<file path="config.mk">
export PLATFORM = sky130hd
export DESIGN_NAME = bomb_fuse_ctrl
export DESIGN_NICKNAME = d
export VERILOG_FILES = /design/src/rtl/bomb_pkg.sv /design/src/rtl/blast_hit_calc.sv /design/src/rtl/bomb_fuse_ctrl.sv
export SDC_FILE = /design/constraint.sdc
export NUM_CORES = 1
export LEC_CHECK = 0
export ABC_AREA = 1
export CORE_ASPECT_RATIO = 0.75
export CORE_MARGIN = 1
export CORE_UTILIZATION = 50
export CTS_BUF_LIST = sky130_fd_sc_hd__clkbuf_8
export CTS_CLUSTER_DIAMETER = 30
export DETAILED_ROUTE_END_ITERATION = 8
export PLACE_DENSITY = 0.8
export SKIP_LAST_GASP = 1
export SLEW_MARGIN = 40
export SYNTH_ARGS = -nofsm -noshare
export SYNTH_HDL_FRONTEND = slang
export SYNTH_HIERARCHICAL = 1
export SYNTH_SLANG_ARGS = --single-unit
</file>
<file path="constraint.sdc">
create_clock -name clk -period 2.3 [get_ports clk]
set_input_delay 0.46 -clock clk [delete_from_list [all_inputs] [get_ports clk]]
set_output_delay 0.46 -clock clk [all_outputs]
set_load 0.01 [all_outputs]
</file>
<file path="src/rtl/bomb_pkg.sv">
// ============================================================================
//  Module      : bomb_pkg
//  Description : Shared definitions for the bomb datapath: grid geometry
//                defaults (also used by the placement latch and the player
//                stage), the fuse-controller state encoding and a small
//                helper for sizing the shared phase counter.
//  Revision    : 1.0 - initial release
// ============================================================================
`default_nettype none

package bomb_pkg;

    // Grid geometry defaults
    localparam int c_COORD_W  = 6;
    localparam int c_GRID_MAX = 63;

    // Fuse controller state encoding
    localparam logic [1:0] c_ST_IDLE     = 2'd0;
    localparam logic [1:0] c_ST_ARMED    = 2'd1;
    localparam logic [1:0] c_ST_EXPLODE  = 2'd2;
    localparam logic [1:0] c_ST_COOLDOWN = 2'd3;

    // Largest of three phase lengths; sizes the shared tick counter.
    function automatic int max3(input int a, input int b, input int c);
        int m;
        m = a;
        if (b > m) m = b;
        if (c > m) m = c;
        return m;
    endfunction

endpackage : bomb_pkg

`default_nettype wire

</file>
<file path="src/rtl/blast_hit_calc.sv">
// ============================================================================
//  Module      : blast_hit_calc
//  Description : Combinational cross-membership test. Reports whether the
//                query cell lies on the horizontal or vertical arm of a blast
//                centred at (center_x, center_y) with the given arm length,
//                and inside the playing grid. Distances are taken in one
//                extra signed bit, so there is no modular wrap at the border.
//                Shared with the VGA renderer; callers register the result.
//  Ports       : center_x/center_y  in  blast centre cell
//                radius             in  current arm length in cells
//                query_x/query_y    in  cell under test
//                hit                out query cell is covered by the cross
//  Revision    : 1.0 - initial release
// ============================================================================
`default_nettype none

module blast_hit_calc
    import bomb_pkg::*;
#(
    parameter int COORD_W  = c_COORD_W,
    parameter int GRID_MAX = c_GRID_MAX,
    parameter int RAD_W    = 2
) (
    input  logic [COORD_W-1:0] center_x,
    input  logic [COORD_W-1:0] center_y,
    input  logic [RAD_W-1:0]   radius,
    input  logic [COORD_W-1:0] query_x,
    input  logic [COORD_W-1:0] query_y,
    output logic               hit
);

    // Grid limit held one bit wider than the coordinates so the bound check
    // stays a real comparison even when GRID_MAX is the largest coordinate.
    localparam logic [COORD_W:0] c_GRID_LIM = (COORD_W+1)'(GRID_MAX);

    logic signed [COORD_W:0] w_dx;
    logic signed [COORD_W:0] w_dy;
    logic        [COORD_W:0] w_abs_dx;
    logic        [COORD_W:0] w_abs_dy;
    logic        [COORD_W:0] w_rad_ext;
    logic                    w_in_grid;
    logic                    w_on_vert;
    logic                    w_on_horz;

    assign w_dx = $signed({1'b0, query_x}) - $signed({1'b0, center_x});
    assign w_dy = $signed({1'b0, query_y}) - $signed({1'b0, center_y});

    // Coordinate differences span -GRID_MAX..GRID_MAX, so negation never
    // overflows the extended width.
    assign w_abs_dx = w_dx[COORD_W] ? (~w_dx + 1'b1) : w_dx;
    assign w_abs_dy = w_dy[COORD_W] ? (~w_dy + 1'b1) : w_dy;

    assign w_rad_ext = {{(COORD_W+1-RAD_W){1'b0}}, radius};

    assign w_in_grid = ({1'b0, query_x} <= c_GRID_LIM) &&
                       ({1'b0, query_y} <= c_GRID_LIM);

    assign w_on_vert = (query_x == center_x) && (w_abs_dy <= w_rad_ext);
    assign w_on_horz = (query_y == center_y) && (w_abs_dx <= w_rad_ext);

    assign hit = w_in_grid && (w_on_vert || w_on_horz);

endmodule : blast_hit_calc

`default_nettype wire

</file>
<file path="src/rtl/bomb_fuse_ctrl.sv">
// ============================================================================
//  Module      : bomb_fuse_ctrl
//  Description : Bomb lifecycle controller. Latches the dropped bomb cell,
//                then runs fuse, blast and cooldown phases counted in
//                game-frame ticks. During the blast the cross grows by one
//                cell per tick up to BLAST_RADIUS. A registered per-cell hit
//                test serves the player-collision and VGA draw stages.
//  Ports       : clk, reset (async, active high), tick (frame strobe)
//                bomb_dropped, bomb_x, bomb_y      drop request and cell
//                query_x, query_y                  cell tested against blast
//                drop_accepted, detonate           one-cycle pulses
//                armed, exploding                  phase flags
//                center_x, center_y, radius        latched cell, arm length
//                blast_hit                         query hit, 1-cycle latency
//  Revision    : 1.0 - initial release
// ============================================================================
`default_nettype none

module bomb_fuse_ctrl
    import bomb_pkg::*;
#(
    parameter int COORD_W        = c_COORD_W,
    parameter int GRID_MAX       = c_GRID_MAX,
    parameter int FUSE_TICKS     = 90,
    parameter int BLAST_TICKS    = 30,
    parameter int BLAST_RADIUS   = 3,
    parameter int COOLDOWN_TICKS = 20
) (
    input  logic                              clk,
    input  logic                              reset,
    input  logic                              tick,
    input  logic                              bomb_dropped,
    input  logic [COORD_W-1:0]                bomb_x,
    input  logic [COORD_W-1:0]                bomb_y,
    input  logic [COORD_W-1:0]                query_x,
    input  logic [COORD_W-1:0]                query_y,
    output logic                              drop_accepted,
    output logic                              armed,
    output logic                              exploding,
    output logic                              detonate,
    output logic [COORD_W-1:0]                center_x,
    output logic [COORD_W-1:0]                center_y,
    output logic [$clog2(BLAST_RADIUS+1)-1:0] radius,
    output logic                              blast_hit
);

    localparam int c_RAD_W     = $clog2(BLAST_RADIUS + 1);
    localparam int c_MAX_TICKS = max3(FUSE_TICKS, BLAST_TICKS, COOLDOWN_TICKS);
    localparam int c_CNT_W     = $clog2(c_MAX_TICKS + 1);

    localparam logic [c_CNT_W-1:0] c_FUSE_LAST  = c_CNT_W'(FUSE_TICKS - 1);
    localparam logic [c_CNT_W-1:0] c_BLAST_LAST = c_CNT_W'(BLAST_TICKS - 1);
    localparam logic [c_CNT_W-1:0] c_COOL_LAST  = c_CNT_W'(COOLDOWN_TICKS - 1);
    localparam logic [c_RAD_W-1:0] c_RAD_MAX    = c_RAD_W'(BLAST_RADIUS);

    logic [1:0]         r_state;
    logic [c_CNT_W-1:0] r_cnt;
    logic [c_RAD_W-1:0] r_radius;
    logic [COORD_W-1:0] r_center_x;
    logic [COORD_W-1:0] r_center_y;
    logic               r_drop_accepted;
    logic               r_detonate;
    logic               r_armed;
    logic               r_exploding;
    logic               r_blast_hit;
    logic               w_cross_hit;

    // ------------------------------------------------------------------
    // Lifecycle FSM with shared phase counter, radius and centre latch.
    // armed/exploding are decoded from the next state so they change on
    // the same edge as the state register.
    // ------------------------------------------------------------------
    always_ff @(posedge clk or posedge reset) begin
        if (reset) begin
            r_state         <= c_ST_IDLE;
            r_cnt           <= '0;
            r_radius        <= '0;
            r_center_x      <= '0;
            r_center_y      <= '0;
            r_drop_accepted <= 1'b0;
            r_detonate      <= 1'b0;
            r_armed         <= 1'b0;
            r_exploding     <= 1'b0;
        end else begin
            r_drop_accepted <= 1'b0;
            r_detonate      <= 1'b0;
            case (r_state)
                c_ST_IDLE: begin
                    // A tick coinciding with the drop is deliberately not
                    // counted: the fuse starts from zero on the next edge.
                    if (bomb_dropped) begin
                        r_center_x      <= bomb_x;
                        r_center_y      <= bomb_y;
                        r_drop_accepted <= 1'b1;
                        r_cnt           <= '0;
                        r_state         <= c_ST_ARMED;
                        r_armed         <= 1'b1;
                    end
                end
                c_ST_ARMED: begin
                    if (tick) begin
                        if (r_cnt == c_FUSE_LAST) begin
                            r_cnt       <= '0;
                            r_radius    <= '0;
                            r_detonate  <= 1'b1;
                            r_state     <= c_ST_EXPLODE;
                            r_armed     <= 1'b0;
                            r_exploding <= 1'b1;
                        end else begin
                            r_cnt <= r_cnt + 1'b1;
                        end
                    end
                end
                c_ST_EXPLODE: begin
                    if (tick) begin
                        if (r_cnt == c_BLAST_LAST) begin
                            r_cnt       <= '0;
                            r_radius    <= '0;
                            r_state     <= c_ST_COOLDOWN;
                            r_exploding <= 1'b0;
                        end else begin
                            r_cnt <= r_cnt + 1'b1;
                            if (r_radius < c_RAD_MAX) begin
                                r_radius <= r_radius + 1'b1;
                            end
                        end
                    end
                end
                c_ST_COOLDOWN: begin
                    if (tick) begin
                        if (r_cnt == c_COOL_LAST) begin
                            r_cnt   <= '0;
                            r_state <= c_ST_IDLE;
                        end else begin
                            r_cnt <= r_cnt + 1'b1;
                        end
                    end
                end
                default: begin
                    r_cnt       <= '0;
                    r_radius    <= '0;
                    r_state     <= c_ST_IDLE;
                    r_armed     <= 1'b0;
                    r_exploding <= 1'b0;
                end
            endcase
        end
    end

    // ------------------------------------------------------------------
    // Hit test: geometry from the shared calculator, gated by the blast
    // phase and registered for a fixed one-cycle query latency.
    // ------------------------------------------------------------------
    blast_hit_calc #(
        .COORD_W  (COORD_W),
        .GRID_MAX (GRID_MAX),
        .RAD_W    (c_RAD_W)
    ) u_blast_hit_calc (
        .center_x (r_center_x),
        .center_y (r_center_y),
        .radius   (r_radius),
        .query_x  (query_x),
        .query_y  (query_y),
        .hit      (w_cross_hit)
    );

    always_ff @(posedge clk or posedge reset) begin
        if (reset) begin
            r_blast_hit <= 1'b0;
        end else begin
            r_blast_hit <= r_exploding && w_cross_hit;
        end
    end

    assign drop_accepted = r_drop_accepted;
    assign detonate      = r_detonate;
    assign armed         = r_armed;
    assign exploding     = r_exploding;
    assign center_x      = r_center_x;
    assign center_y      = r_center_y;
    assign radius        = r_radius;
    assign blast_hit     = r_blast_hit;

endmodule : bomb_fuse_ctrl

`default_nettype wire

</file>
# Word level (Yosys, flattened, before mapping)
# Cells that the tools add are included.
# W data, S select, Z words.
[classes]
order_cmp = 3
n_reduce_logical = 13
addsub = 6
eq_ne = 16
n_bitwise = 2
muxes = 38
[op_table]
columns = ["op", "count"]
rows = [
  ["$mux W7", 9],
  ["$pmux W7 S4", 1],
  ["$mux W2", 12],
  ["$add A7 B1 Y7 const B", 3],
  ["$eq A7 B5 Y1 const B", 2],
  ["$le A7 B2 Y1", 2],
  ["$ne A2 B2 Y1 const B", 7],
  ["$not A7 Y7", 2],
  ["$sub A6 B6 Y7", 2],
  ["$eq A6 B6 Y1", 2],
  ["$mux W1", 12],
  ["$reduce_and A5 Y1", 2],
  ["$pmux W2 S4", 1],
  ["$reduce_and A4 Y1", 2],
  ["$eq A7 B7 Y1 const B", 1],
  ["$reduce_and A7 Y1", 1],
  ["$eq A2 B2 Y1 const B", 2],
  ["$pmux W1 S2", 2],
  ["$pmux W2 S2", 1],
  ["$reduce_bool A2 Y1", 2],
  ["$logic_and A1 B1 Y1", 3],
  ["$ne A3 B3 Y1 const B", 1],
  ["$add A2 B1 Y2 const B", 1],
  ["$eq A2 B1 Y1 const B", 1],
  ["other kinds (4)", 4],
]
[word_totals]
in_bits = 28
reg_bits = 28
out_inout_bits = 19

# Depth between registers and ports, before layout
# Gate-level depths: netlist of run 1.
[logic_depth]
word_depth = 8
depth_mapped = 20
depth_no_buf = 20

# By module
# The synthesis of run 1 kept the hierarchy.
[modules_own_cells]
columns = ["module", "instances", "area_per_inst_um2", "cells_per_inst"]
rows = [
  ["bomb_fuse_ctrl", 1, 1471.4, 175],
  ["blast_hit_calc", 1, 1159.9, 227],
]

# Least setup slack after synthesis of run 1
# OpenSTA, ideal clock, no wires.
[synth_timing]
path_kind = "input port to flip-flop"
from = "input port query_x[0]"
to = "register r_blast_hit, in the netlist blast_hit"
arrival_ps = 2300
slack_ps = -113
required_time_ps = 2187
path_stages = 17
path_cell_list = "inv_1 ha_1 fa_1 nor3_2 nor2_4 nand2_1 o21ai_0 ha_1 inv_1 nor2_1 nand2_1 nand2_1 nand2_1 nand3_1 nand2_1 nand2_1 inv_1"
[synth_via]
elab_chain_len = 8
[synth_rtl]
columns = ["item", "line", "rtl"]
rows = [
  ["from (decl)", "bomb_fuse_ctrl.sv:35", "input logic [COORD_W-1:0] query_x,"],
  ["$sub A6 B6 Y7", "blast_hit_calc.sv:45", "assign w_dx = $signed({1'b0, query_x}) - $signed({1'b0, center_x});"],
  ["$not A7 Y7", "blast_hit_calc.sv:50", "assign w_abs_dx = w_dx[COORD_W] ? (~w_dx + 1'b1) : w_dx;"],
  ["$add A7 B1 Y7", "blast_hit_calc.sv:50", ""],
  ["$mux W7", "blast_hit_calc.sv:50", ""],
  ["$le A7 B2 Y1", "blast_hit_calc.sv:59", "assign w_on_horz = (query_y == center_y) && (w_abs_dx <= w_rad_ext);"],
  ["$logic_and A1 B1 Y1", "blast_hit_calc.sv:59", ""],
  ["$logic_or A1 B1 Y1 *", "blast_hit_calc.sv:61", "assign hit = w_in_grid && (w_on_vert || w_on_horz);"],
  ["named net w_cross_hit", "bomb_fuse_ctrl.sv:66", "logic w_cross_hit;"],
  ["$logic_and A1 B1 Y1 *", "bomb_fuse_ctrl.sv:171", "r_blast_hit <= r_exploding && w_cross_hit;"],
  ["to (signal assigned)", "bomb_fuse_ctrl.sv:171", ""],
  ["to (decl)", "bomb_fuse_ctrl.sv:65", "logic r_blast_hit;"],
]
# Mark *: on every way through the listed nets, which the timed path passes. The rest lies on a longest branch.
# A chain may end at the register's enable or synchronous reset.

# Final worst setup path of run 1
[layout_timing]
from = "register r_center_x[0], in the netlist center_x[0]"
to = "register r_blast_hit, in the netlist blast_hit"
[layout_via]
elab_chain_len = 8
[layout_rtl]
columns = ["item", "line", "rtl"]
rows = [
  ["from (decl)", "bomb_fuse_ctrl.sv:59", "logic [COORD_W-1:0] r_center_x;"],
  ["from (signal assigned)", "bomb_fuse_ctrl.sv:92", "r_center_x <= bomb_x;"],
  ["$sub A6 B6 Y7", "blast_hit_calc.sv:45", ""],
  ["$not A7 Y7", "blast_hit_calc.sv:50", ""],
  ["$add A7 B1 Y7", "blast_hit_calc.sv:50", ""],
  ["$mux W7", "blast_hit_calc.sv:50", ""],
  ["$le A7 B2 Y1", "blast_hit_calc.sv:59", ""],
  ["$logic_and A1 B1 Y1", "blast_hit_calc.sv:59", ""],
  ["$logic_or A1 B1 Y1 *", "blast_hit_calc.sv:61", ""],
  ["named net w_cross_hit", "bomb_fuse_ctrl.sv:66", ""],
  ["$logic_and A1 B1 Y1 *", "bomb_fuse_ctrl.sv:171", ""],
]
# Marks and branches as above.

==> results.txt, run 1 <==
The run finished, with violations left. The checks that failed: negative setup slack. At the worst endpoint, the required time is 2.49 ns. The wire length of the first global-routing pass came out at 11300 um. The maximum number of pins on one net before global-route repair is 29. Sequential elements use 26.6% of the synthesized area. The worst setup path is of the reg -> reg kind. After detailed routing, the total wire length is 6720 um. The max-cap violation count is 0. The final clock period utilization by the worst path came out at 104%. The maximum buffer depth of the clock tree came out at 2.

The total nets after synthesis came out at 458. The area growth from synthesis to layout came out at 38.1%. The die footprint is 5560 um^2. The global-route usage over all layers is 25.7%. The area after detailed placement is 3460 um^2. The number of hold violations in the final report is 0. For this run, the top clock speed supported by timing is 418 MHz.

The clock sink count came out at 28. The number of buffer cells added on primary ports came out at 46. The accumulated negative setup slack came out at -0.0950 ns. Averaged over all synthesized cells, the footprint is 6.55 um^2. The region available for standard cell placement spans 4980 um^2.

The library cell used as clock root buffer is sky130_fd_sc_hd__clkbuf_8. After routing the design area is 3630 um^2. Synthesis handed over a netlist of 402 instances. The estimated wirelength of the detail-placed design came out at 5340 um. The max-slew headroom at the worst pin came out at 66.7%.

The number of placed cells counting well taps came out at 553. The H-tree depth came out at 1. The top-level port count is 47. TritonCTS built the clock tree. The largest clock skew in the final design is 0.00253 ns. The average wire length per cell after detail routing is 11.9 um. In the final layout, the share of cells above drive strength 1 is 17.8%. The number of nets in the layout came out at 547. In this run the horizontal extent of the chip is 85.8 um. The power per unit of standard cell area is 1400 nW/um^2. The cell area that synthesis handed to floorplanning was 2630 um^2. The initial antenna violation count is 0. In this run, synthesis produced a sequential element count of 28. The number of standard cells in the final layout excluding fillers is 562.

Setup repair after global routing could not meet its margin everywhere. The total global routing overflow is 0. The transition time at the pin with the least slew margin came out at 0.499 ns. In this run, the number of DRC markers left after iteration 0 of detailed routing was 176. The first-pass detailed-route iteration total is 4. The largest fanout on the critical path is 2. Clock-pin slew was measured on the worst setup and hold paths at 0.11 ns.

The number of max-slew violations in the final report came to 0. The count of distinct cell types in the synthesized netlist came out at 36. At the worst endpoint, the arrival time is 2.58 ns. Dividing the detail-routed via count by the number of cells gives 4.89. The peak supply drop is 0.717 mV. The final setup violation count is 1. The overall via count from detail_route came out at 2746. Row generation in the floorplan step produced 22 rows.

The final weighted congestion in routability-driven placement came out at 0.869. The floorplan die height is 64.8 um. The min-delay analysis places its worst path in the category reg -> reg. The number of design rule violations left after detail routing came out at 0.

The worst setup path is launched from a flip-flop. The detail route stage leaves a number of antenna-violating nets equal to 0. For the worst-skew pair, the clock arrives at the later sink with an insertion delay of 0.28 ns. The final critical-path setup slack is -0.0950 ns. The number of global-route vias before repair is 2558. The number of warning messages in the yosys log came out at 6. The initial utilization of the core area, before any placement, comes to 52.8%. The antenna diode count came out at 0. The shortest period the worst path allows came out at 2.40 ns.

Summed over all cells, the static leakage comes to 1.94 nW. The number of buffers added by the clock tree synthesis step came out at 3. STA classifies the critical path endpoint as a flip-flop.
==> synth_stat cells, drive strengths merged <==
library cell  count  area (um^2)
nand2           158          618
inv              69          264
nand3            39          218
nor2             38          171
dfrtp            28          701
ha               26          325
o21ai            10         57.6
a21oi             9         56.3
nand4             6         52.6
buf               3         23.8
nor3              3         20.0
a21boi            2         15.0
fa                2         40.0
nand3b            2         15.0
xor2              2         17.5
clkbuf            1         3.75
o211ai            1         7.51
o21a              1         7.51
or2               1         8.76
xnor2             1         8.76
==> what timing repair did <==
action,in CTS,in global routing
buffers inserted,5,0
hold buffers,0,0
endpoints found under the setup margin,1,1
pin swaps,13,5
resized for setup,19,6
==> layout make-up <==
cell class	instances	area [um^2]
clock buffers	3	41.3
flip-flops and latches	28	701
well taps	72	90.1
fillers	380	1350
multi-input cells	301	1730
repair buffers	88	767
clock inverters	1	30.0
inverters	69	277
==> worst paths after layout <==
kind / startpoint / end / slack, ns / cells past startpoint
worst min-delay path: armed / armed / 0.52 / 2
worst max-delay path: center_x[0] / blast_hit / -0.1 / 15
max in group asynchronous: reset / exploding / 1.47 / 3
worst max register to register: center_x[0] / blast_hit / -0.1 / 15
worst min register to register: armed / armed / 0.52 / 2
min in group asynchronous: reset / center_y[4] / 0.55 / 3
==> where the power goes <==
| part | total, W | switching (W) | internal (W) |
|---|---|---|---|
| clock network | 0.000404 | 0.000171 | 0.000233 |
| logic | 0.00385 | 0.00210 | 0.00175 |
| registers | 0.000849 | 0.000178 | 0.000671 |
| total | 0.00511 | 0.00245 | 0.00266 |
==> cell families after synthesis <==
group / count (synthesis) / share of synthesized area [%]
buffers and inverters: 73 / 11.1
AOI/OAI and AO/OA: 23 / 5.47
adders and majority gates: 28 / 13.9
and+or+nand+nor: 247 / 41.9
xor gates and xnor gates: 3 / 0.999
DFF: 28 / 26.6
==> layer usage <==
metal / vias up / part of all wire (%) / global-route usage, %
met5: - / 0 / 0
met2: 49 / 47 / 42.6
met4: 0 / 0.36 / 3.33
met3: 4 / 5.4 / 2.68
li1: 1433 / - / -
met1: 1260 / 47 / 37.3
==> worst max-delay path, stage by stage (launching register included) <==
cell                      delay [ns]
sky130_fd_sc_hd__dfrtp_1        0.43
sky130_fd_sc_hd__ha_4           0.18
sky130_fd_sc_hd__fa_2           0.60
sky130_fd_sc_hd__ha_4           0.20
sky130_fd_sc_hd__nand2_2        0.06
sky130_fd_sc_hd__o21ai_2        0.05
sky130_fd_sc_hd__ha_1           0.27
sky130_fd_sc_hd__inv_1          0.04
sky130_fd_sc_hd__nor2_2         0.09
sky130_fd_sc_hd__nand2_1        0.06
sky130_fd_sc_hd__nand2_1        0.05
sky130_fd_sc_hd__nand2_1        0.04
sky130_fd_sc_hd__nand3_1        0.06
sky130_fd_sc_hd__nand2_1        0.06
sky130_fd_sc_hd__nand2_1        0.06
sky130_fd_sc_hd__inv_1          0.04
==> flip-flops by register name, indices dropped and copies added, names as in the netlist <==
signal	cells
exploding	1
radius	2
blast_hit	1
center_x	6
drop_accepted	1
r_state	2
detonate	1
center_y	6
armed	1
r_cnt	7
==> stage by stage <==
step	util [%]	power (W)	setup WS, ns	hold slack [ns]
finish	73.0	0.00511	-0.0950	0.517
global route	73.0	0.00561	-0.232	0.558
CTS	72.2	0.00498	-0.0728	0.526
detailed placement	69.4	0.00440	-0.860	0.486
global placement	69.4	0.00426	-0.760	0.488
floorplan	-	0.00315	-0.0743	0.501
==> cells in the final DEF, fill, tap and decap left out, types with 2 or more instances in the layout <==
cell type and instances:
sky130_fd_sc_hd__buf_4 42, sky130_fd_sc_hd__a21boi_0 2, sky130_fd_sc_hd__nand2_4 2, sky130_fd_sc_hd__inv_4 2, sky130_fd_sc_hd__inv_2 3, sky130_fd_sc_hd__o21ai_1 2, sky130_fd_sc_hd__nor2_1 33, sky130_fd_sc_hd__nor3_1 2
sky130_fd_sc_hd__nand3_1 36, sky130_fd_sc_hd__inv_1 63, sky130_fd_sc_hd__ha_1 21, sky130_fd_sc_hd__a21oi_1 7, sky130_fd_sc_hd__clkdlybuf4s50_1 42, sky130_fd_sc_hd__nor2_2 3, sky130_fd_sc_hd__o21ai_0 5, sky130_fd_sc_hd__xor2_1 2
sky130_fd_sc_hd__clkbuf_8 3, sky130_fd_sc_hd__nand3_2 2, sky130_fd_sc_hd__nand2_1 147, sky130_fd_sc_hd__ha_4 5, sky130_fd_sc_hd__nand4_1 5, sky130_fd_sc_hd__dfrtp_1 28, sky130_fd_sc_hd__nand3b_1 2, sky130_fd_sc_hd__nand2_2 9
sky130_fd_sc_hd__o21ai_2 3, sky130_fd_sc_hd__dlygate4sd2_1 3, sky130_fd_sc_hd__fa_2 2
Note: power is estimated with default switching activity, not from simulation.
==> run 2, diff against run 1 <==
Settings changed: CTS_CLUSTER_SIZE set to 8.
==> results of run 2 <==
Final layout, timing and power as in run 1 (identical DEF).
==> run 3, diff against run 2 <==
Settings changed: TNS_END_PERCENT set to 30.
==> results of run 3 <==
Final layout, timing and power as in run 1 (identical DEF).
